### src/rtl/noc_flit_pkg.sv
// Purpose : flit layout shared by the NoC injection logic (39-bit single-flit packets).
// Latency : n/a (types, field positions and a pack helper only).
// Backpr. : n/a.
// Contents: FLIT_W, field LSB constants, flit_t packed struct, pack_flit().
package noc_flit_pkg;

  localparam int FLIT_W      = 39;
  localparam int PAYLOAD_LSB = 0;
  localparam int PAYLOAD_W   = 32;
  localparam int VC_LSB      = 32;
  localparam int DEST_LSB    = 33;
  localparam int DEST_W      = 4;
  localparam int TAIL_LSB    = 37;
  localparam int HEAD_LSB    = 38;

  // Field order matches the LSB constants above: head is bit 38, payload 31:0.
  typedef struct packed {
    logic                 head;
    logic                 tail;
    logic [DEST_W-1:0]    dest;
    logic                 vc;
    logic [PAYLOAD_W-1:0] payload;
  } flit_t;

  function automatic flit_t pack_flit(
    input logic                 head,
    input logic                 tail,
    input logic [DEST_W-1:0]    dest,
    input logic                 vc,
    input logic [PAYLOAD_W-1:0] payload
  );
    flit_t f;
    f.head    = head;
    f.tail    = tail;
    f.dest    = dest;
    f.vc      = vc;
    f.payload = payload;
    return f;
  endfunction

endpackage

### src/rtl/rr_arbiter.sv
// Purpose : round-robin pick of the first eligible requester starting at i_ptr.
// Latency : purely combinational, grant valid in the same cycle as the request.
// Backpr. : none; caller decides whether the grant is consumed.
// Ports   : i_eligible (N) requests, i_ptr start index,
//           o_grant one-hot, o_grant_idx encoded winner, o_any some request won.
module rr_arbiter #(
  parameter  int N     = 4,
  localparam int IDX_W = (N > 1) ? $clog2(N) : 1
) (
  input  logic [N-1:0]     i_eligible,
  input  logic [IDX_W-1:0] i_ptr,
  output logic [N-1:0]     o_grant,
  output logic [IDX_W-1:0] o_grant_idx,
  output logic             o_any
);

  always_comb begin
    int idx;
    idx         = 0;
    o_grant     = '0;
    o_grant_idx = '0;
    o_any       = 1'b0;
    // Walk ptr, ptr+1, ... wrapping; the first hit wins and later hits are ignored.
    for (int off = 0; off < N; off++) begin
      idx = int'(i_ptr) + off;
      if (idx >= N) idx = idx - N;
      if (!o_any && i_eligible[IDX_W'(idx)]) begin
        o_any                  = 1'b1;
        o_grant[IDX_W'(idx)]   = 1'b1;
        o_grant_idx            = IDX_W'(idx);
      end
    end
  end

endmodule

### src/rtl/noc_inject_scheduler.sv
// Purpose : shares one router injection port among N_SRC sources (RR, gap, quota).
// Latency : source handshake at edge k -> flit valid right after edge k.
// Backpr. : one-entry output register; grants stall while it is full and not accepted.
// Ports   : clk/rst (async high); en gates new grants; src_valid/src_dest/src_data in,
//           src_ready one-hot grant out; o_data/o_data_valid/i_data_ready router side;
//           o_done all quotas used and idle; o_sent_total flits accepted by the router.
module noc_inject_scheduler
  import noc_flit_pkg::*;
#(
  parameter int N_SRC     = 4,
  parameter int ADDR_W    = 4,
  parameter int GAP       = 0,
  parameter int PKT_LIMIT = 20,
  parameter int STAMP     = 1
) (
  input  logic                    clk,
  input  logic                    rst,
  input  logic                    en,
  input  logic [N_SRC-1:0]        src_valid,
  input  logic [N_SRC*ADDR_W-1:0] src_dest,
  input  logic [N_SRC*32-1:0]     src_data,
  output logic [N_SRC-1:0]        src_ready,
  output logic [FLIT_W-1:0]       o_data,
  output logic                    o_data_valid,
  input  logic                    i_data_ready,
  output logic                    o_done,
  output logic [31:0]             o_sent_total
);

  localparam int IDX_W = (N_SRC > 1) ? $clog2(N_SRC) : 1;
  localparam int CNT_W = (PKT_LIMIT > 1) ? $clog2(PKT_LIMIT + 1) : 1;
  localparam int GAP_W = (GAP > 1) ? $clog2(GAP + 1) : 1;
  localparam logic [CNT_W-1:0] LIMIT    = CNT_W'(PKT_LIMIT);
  localparam logic [GAP_W-1:0] GAP_LOAD = GAP_W'(GAP);

  logic             r_vld;
  flit_t            r_flit;
  logic [IDX_W-1:0] r_ptr;
  logic [GAP_W-1:0] r_gap;
  logic [31:0]      r_ts;
  logic [31:0]      r_sent;
  logic             r_done;
  logic [CNT_W-1:0] r_cnt [N_SRC];

  logic [N_SRC-1:0] w_quota_hit;
  logic [N_SRC-1:0] w_eligible;
  logic [N_SRC-1:0] w_grant;
  logic [IDX_W-1:0] w_gidx;
  logic             w_any;
  logic             w_can_load;
  logic             w_load;
  logic             w_accept;
  logic             w_all_quota;
  logic [ADDR_W-1:0] w_dest;
  logic [31:0]      w_data;
  logic [31:0]      w_payload;
  flit_t            w_flit;
  logic [IDX_W-1:0] w_ptr_nxt;

  // Counters saturate at LIMIT, so "< LIMIT" is the same as "not yet at quota".
  always_comb begin
    w_quota_hit = '0;
    w_eligible  = '0;
    for (int s = 0; s < N_SRC; s++) begin
      w_quota_hit[s] = (PKT_LIMIT != 0) && !(r_cnt[s] < LIMIT);
      w_eligible[s]  = src_valid[s] && !w_quota_hit[s];
    end
  end

  assign w_all_quota = (PKT_LIMIT != 0) && (&w_quota_hit);

  rr_arbiter #(.N(N_SRC)) u_arb (
    .i_eligible  (w_eligible),
    .i_ptr       (r_ptr),
    .o_grant     (w_grant),
    .o_grant_idx (w_gidx),
    .o_any       (w_any)
  );

  // Loading is allowed when the register is empty or is being drained this cycle.
  assign w_accept   = r_vld && i_data_ready;
  assign w_can_load = en && (r_gap == '0) && (!r_vld || i_data_ready);
  assign w_load     = w_can_load && w_any;
  assign src_ready  = w_can_load ? w_grant : '0;

  always_comb begin
    w_dest = '0;
    w_data = '0;
    for (int s = 0; s < N_SRC; s++) begin
      if (w_grant[s]) begin
        w_dest = src_dest[s*ADDR_W +: ADDR_W];
        w_data = src_data[s*32 +: 32];
      end
    end
  end

  assign w_payload = (STAMP != 0) ? r_ts : w_data;
  assign w_flit    = pack_flit(1'b1, 1'b1, DEST_W'(w_dest), 1'b0, w_payload);
  assign w_ptr_nxt = (w_gidx == IDX_W'(N_SRC - 1)) ? '0 : w_gidx + IDX_W'(1);

  always_ff @(posedge clk or posedge rst) begin
    if (rst) begin
      r_vld  <= 1'b0;
      r_flit <= '0;
      r_ptr  <= '0;
      r_gap  <= '0;
      r_ts   <= '0;
      r_sent <= '0;
      r_done <= 1'b0;
      for (int s = 0; s < N_SRC; s++) r_cnt[s] <= '0;
    end else begin
      r_ts <= r_ts + 32'd1;
      if (w_accept) r_sent <= r_sent + 32'd1;

      if (w_load) begin
        // A simultaneous drain is absorbed here: the new flit replaces the old one.
        r_flit <= w_flit;
        r_vld  <= 1'b1;
        r_ptr  <= w_ptr_nxt;
        r_gap  <= GAP_LOAD;
      end else begin
        if (r_gap != '0) r_gap <= r_gap - GAP_W'(1);
        if (w_accept) r_vld <= 1'b0;
      end

      // Unlimited mode never needs the count, so it is left at zero.
      for (int s = 0; s < N_SRC; s++) begin
        if (w_load && w_grant[s] && (PKT_LIMIT != 0)) r_cnt[s] <= r_cnt[s] + CNT_W'(1);
      end

      if (w_all_quota && !r_vld) r_done <= 1'b1;
    end
  end

  assign o_data       = r_flit;
  assign o_data_valid = r_vld;
  assign o_done       = r_done;
  assign o_sent_total = r_sent;

endmodule

### config.mk
export PLATFORM = sky130hd
export DESIGN_NAME = noc_inject_scheduler
export DESIGN_NICKNAME = d
export VERILOG_FILES = /design/src/rtl/noc_flit_pkg.sv /design/src/rtl/rr_arbiter.sv /design/src/rtl/noc_inject_scheduler.sv
export SDC_FILE = /design/constraint.sdc
export NUM_CORES = 1
export LEC_CHECK = 0
export ABC_AREA = 1
export BUFFER_PORTS_ARGS = -buffer_cell sky130_fd_sc_hd__buf_2
export CORE_MARGIN = 2
export CORE_UTILIZATION = 30
export DETAILED_ROUTE_END_ITERATION = 7
export GPL_TIMING_DRIVEN = 0
export HOLD_SLACK_MARGIN = 0.08
export SYNTH_ARGS = -nofsm -noshare
export SYNTH_HDL_FRONTEND = slang
export SYNTH_SLANG_ARGS = --single-unit
### constraint.sdc
create_clock -name clk -period 4.9 [get_ports clk]
set_input_delay 0.49 -clock clk [delete_from_list [all_inputs] [get_ports clk]]
set_output_delay 0.49 -clock clk [all_outputs]
set_load 0.02 [all_outputs]
==> run metrics <==
Seq/Total Area, Yosys=49.4%; minimum clock period=3570 ps; worst slew margin relative to its limit=59.4%; drt drc=0; CTS tree=done; Final HPWL DP=10,200 um; Most common cell on crit path=nand2_4; via count=4,765; Die Wd=149 um; power per cell area=510 nW/um^2; Mapped Cells=686; post-route design area=7780 sq um; DR pass1 iterations=4; CP peak stage delay=610 ps; async set-reset flop share out of synthesis=100%; Yosys top cell area share=49.4%; CTS Hold Bufs=0; initial core utilization=30.3%; Placed Cells=1,061; critical path data required time=4410 ps; nets@finish=971; mean area per synthesized cell=9.23 sq um; final WL=14,100 um; Max Slew Vio Count=0; Synth Area in Adders=2.77%; cell internal pwr=2.39 mW; Total Routing Usage GR=13.5%; Die Ht=149 um; Post-Synth XOR/XNOR Area=9.80%; PortBufs=99; Total Die Area=22,300 sq um; Yosys cell types=47; total CTS buffers=17; Max Cap Viol=0; worst-path maximum fanout=11; Worst-Skew Late Latency=410 ps; Layout Skew=10.7 ps; I/O pins=229; dominant cell type by area after synthesis=dfrtp_1; metal1 wirelength=7040 um; critical path buffer and inverter count=4; yosys warns=0; WL met3=451 um; CP top delay family=buffers and inverters; Reg clk slew, reported paths=60 ps; post_cts resized=0; met2 wire len=6470 um; GPL Wtd Cong=0.790; Synth Register Bits=125; largest family of logic cells by synthesized area=simple AND/OR/NAND/NOR gates; GRT overflow=0; top_reg_cell synth=dfrtp_1; Finished Layout Cells=1,092; via-per-instance ratio=4.36; Hold Crit Class=input port to asynchronous set/reset pin; number of synthesized flops with an enable pin=0; sequential share of power=32.9%; drt first-iter violations=249; post-route ant nets=0; Root Buffer=clkbuf_16; drt wl/cell=12.9 um; Clk network pwr share=31.5%; vias in the first global route=4,648; Compound-Gate Fraction of Synth Area=5.23%; switching power share of the total=39.8%; Top Layer Used=met4; area delta synth->final=22.8%; DP Area=7210 sq um; Max Fclk=0.280 GHz; largest net degree at the start of global routing=70; Setup crit end kind=output port; Hold Vio Cnt, Final=0; CP Launch Type=flop; Slowest-stage cell, CP=dfrtp_1; syn_nets=852; CP arrival=3080 ps; maximum clock insertion buffer count=2; Synth Area in Simple Gates=27.7%; Inserted Diodes=0; Worst Path Class, Setup=flop to output port; # H-tree levels=4; FF+latch area=3130 sq um; Sink Count=125; Area contributors post-synth=dfrtp_1 (49%), nand2_1 (11%), xor2_1 (5.9%), xnor2_1 (3.6%), inv_1 (3.2%); status=finished clean; setup violators final=0; first-pass GRT wire length=23,600 um; initial antenna violation count=0; core area=20,900 sq um; share of cells above drive strength 1=26.2%; area occupied by multi-input gates=2900 sq um; Final WS setup=1330 ps; Leak=3.97 nW; post-synthesis mux area share=0.178%; unrepaired setup endpoints after global routing=no; post-route setup TNS=0 ps; fillers=2,162; Placement Setup Slack=1770 ps; worst-path cell chain=inv_1, ha_1, inv_1, nand3_2, nand2_4, nand2_4, nor2_8, nand2_4, o21ai_4, nand2_4, inv_2, buf_2; switching power=1.58 mW; final critical-path share of the clock period=72.8%; setup repair bufs after CTS=0; row count=53; mapped cell area=6330 sq um; Peak VDD IR=0.000225 V; Worst Max-Slew Pin Slew=604 ps; Combinational Power Share=35.6%
[per-layer routing]
metal	track usage (%)	vias up
li1	-	2431
met1	18.7	2249
met2	21.2	70
met3	2.78	15
met4	4.29	0
met5	0	-
[worst reg2reg max path: cells and delay by family (launching register included)]
kind                       cells  cell delay, ps
AOI/OAI and AO/OA              2             350
adders and majority gates      1             380
buffers and inverters          4             940
DFF                            1             610
and+or+nand+nor                4             470
[layout by cell type, fill, tap and decap left out, drive strengths merged]
| cell | Yosys | final |
|---|---|---|
| nand2 | 210 | 210 |
| nand3 | 45 | 45 |
| bufinv | 0 | 2 |
| buf | 9 | 109 |
| nor3 | 19 | 19 |
| o21ai | 34 | 34 |
| dfrtp | 125 | 125 |
| nor2 | 49 | 49 |
| a21oi | 11 | 11 |
| a21o | 3 | 3 |
| o2bb2ai | 1 | 1 |
| xor2 | 44 | 44 |
| nor3b | 1 | 1 |
| nor4 | 8 | 8 |
| a31oi | 4 | 4 |
| clkbuf | 1 | 20 |
| nand4 | 11 | 11 |
| or3 | 2 | 2 |
| nand3b | 1 | 1 |
| clkinv | 0 | 4 |
| inv | 63 | 65 |
| ha | 14 | 14 |
| o21a | 1 | 1 |
| clkinvlp | 0 | 4 |
| or2 | 2 | 2 |
| xnor2 | 26 | 26 |
| mux2 | 1 | 1 |
| conb | 1 | 1 |
[path summary, 6_finish.rpt]
kind,from,to,slack [ps],depth (start not counted)
worst max-delay path,r_ptr[1],src_ready[3],1330,12
worst min-delay path,rst,o_sent_total[26],140,2
worst max register to register,r_ptr[1],o_data_valid,2010,11
worst min register to register,r_ts[31],r_ts[31],460,1
max in group asynchronous,rst,r_cnt[2],4020,3
min in group clk,i_data_ready,o_data_valid,310,2
[area by class of cell]
| class | count | share of cell area [%] |
|---|---|---|
| timing repair buffer | 100 | 6.72 |
| clock inverter | 12 | 1.79 |
| multi-input combinational | 488 | 37.3 |
| tap | 275 | 4.42 |
| clock buffer | 19 | 5.57 |
| inverter | 63 | 3.20 |
| buffer | 10 | 0.836 |
| sequential | 125 | 40.2 |
[cells in the mapped netlist, types with 10 or more instances]
library cell,instances
nand2_1,187
dfrtp_1,125
inv_1,54
xor2_1,43
nor2_1,40
nand3_1,32
xnor2_1,26
o21ai_0,25
ha_1,14
nand2_2,13
nand3_2,12
a21oi_1,10
nand4_1,10
nor3_1,10
[power by group through the flow]
| stage | clock (mW) | combinational [mW] | sequential [mW] |
|---|---|---|---|
| final | 1.25 | 1.41 | 1.31 |
| after global routing | 1.33 | 1.61 | 1.33 |
| after CTS | 1.28 | 1.44 | 1.31 |
| after detailed placement | 0 | 1.44 | 1.32 |
| after global placement | 0 | 1.42 | 1.32 |
| after floorplan | 0 | 1.01 | 1.38 |
[flip-flops by register name, indices dropped and copies added, names as in the netlist, named ones only]
register,cells
o_data,37
o_sent_total,32
r_ts,32
r_cnt,20
o_data_valid,1
o_done,1
r_ptr,1
[metrics by stage]
step / hold slack [ps] / util [%] / power (mW)
CTS: 159 / 37.2 / 4.03
finish: 142 / 37.2 / 3.97
detailed placement: 448 / 34.5 / 2.76
floorplan: 434 / - / 2.39
global placement: 443 / 34.3 / 2.74
global route: 178 / 37.2 / 4.26
[kinds of logic (layout without fill, tap and decap cells)]
family / after synthesis / after routing
other cells: 1 / 1
compound gates: 54 / 54
simple gates: 348 / 348
fa+ha+maj: 14 / 14
flops: 125 / 125
mux: 1 / 1
buf+inv: 73 / 204
xor+xnor: 70 / 70
Power figures use the tool's default switching activity.
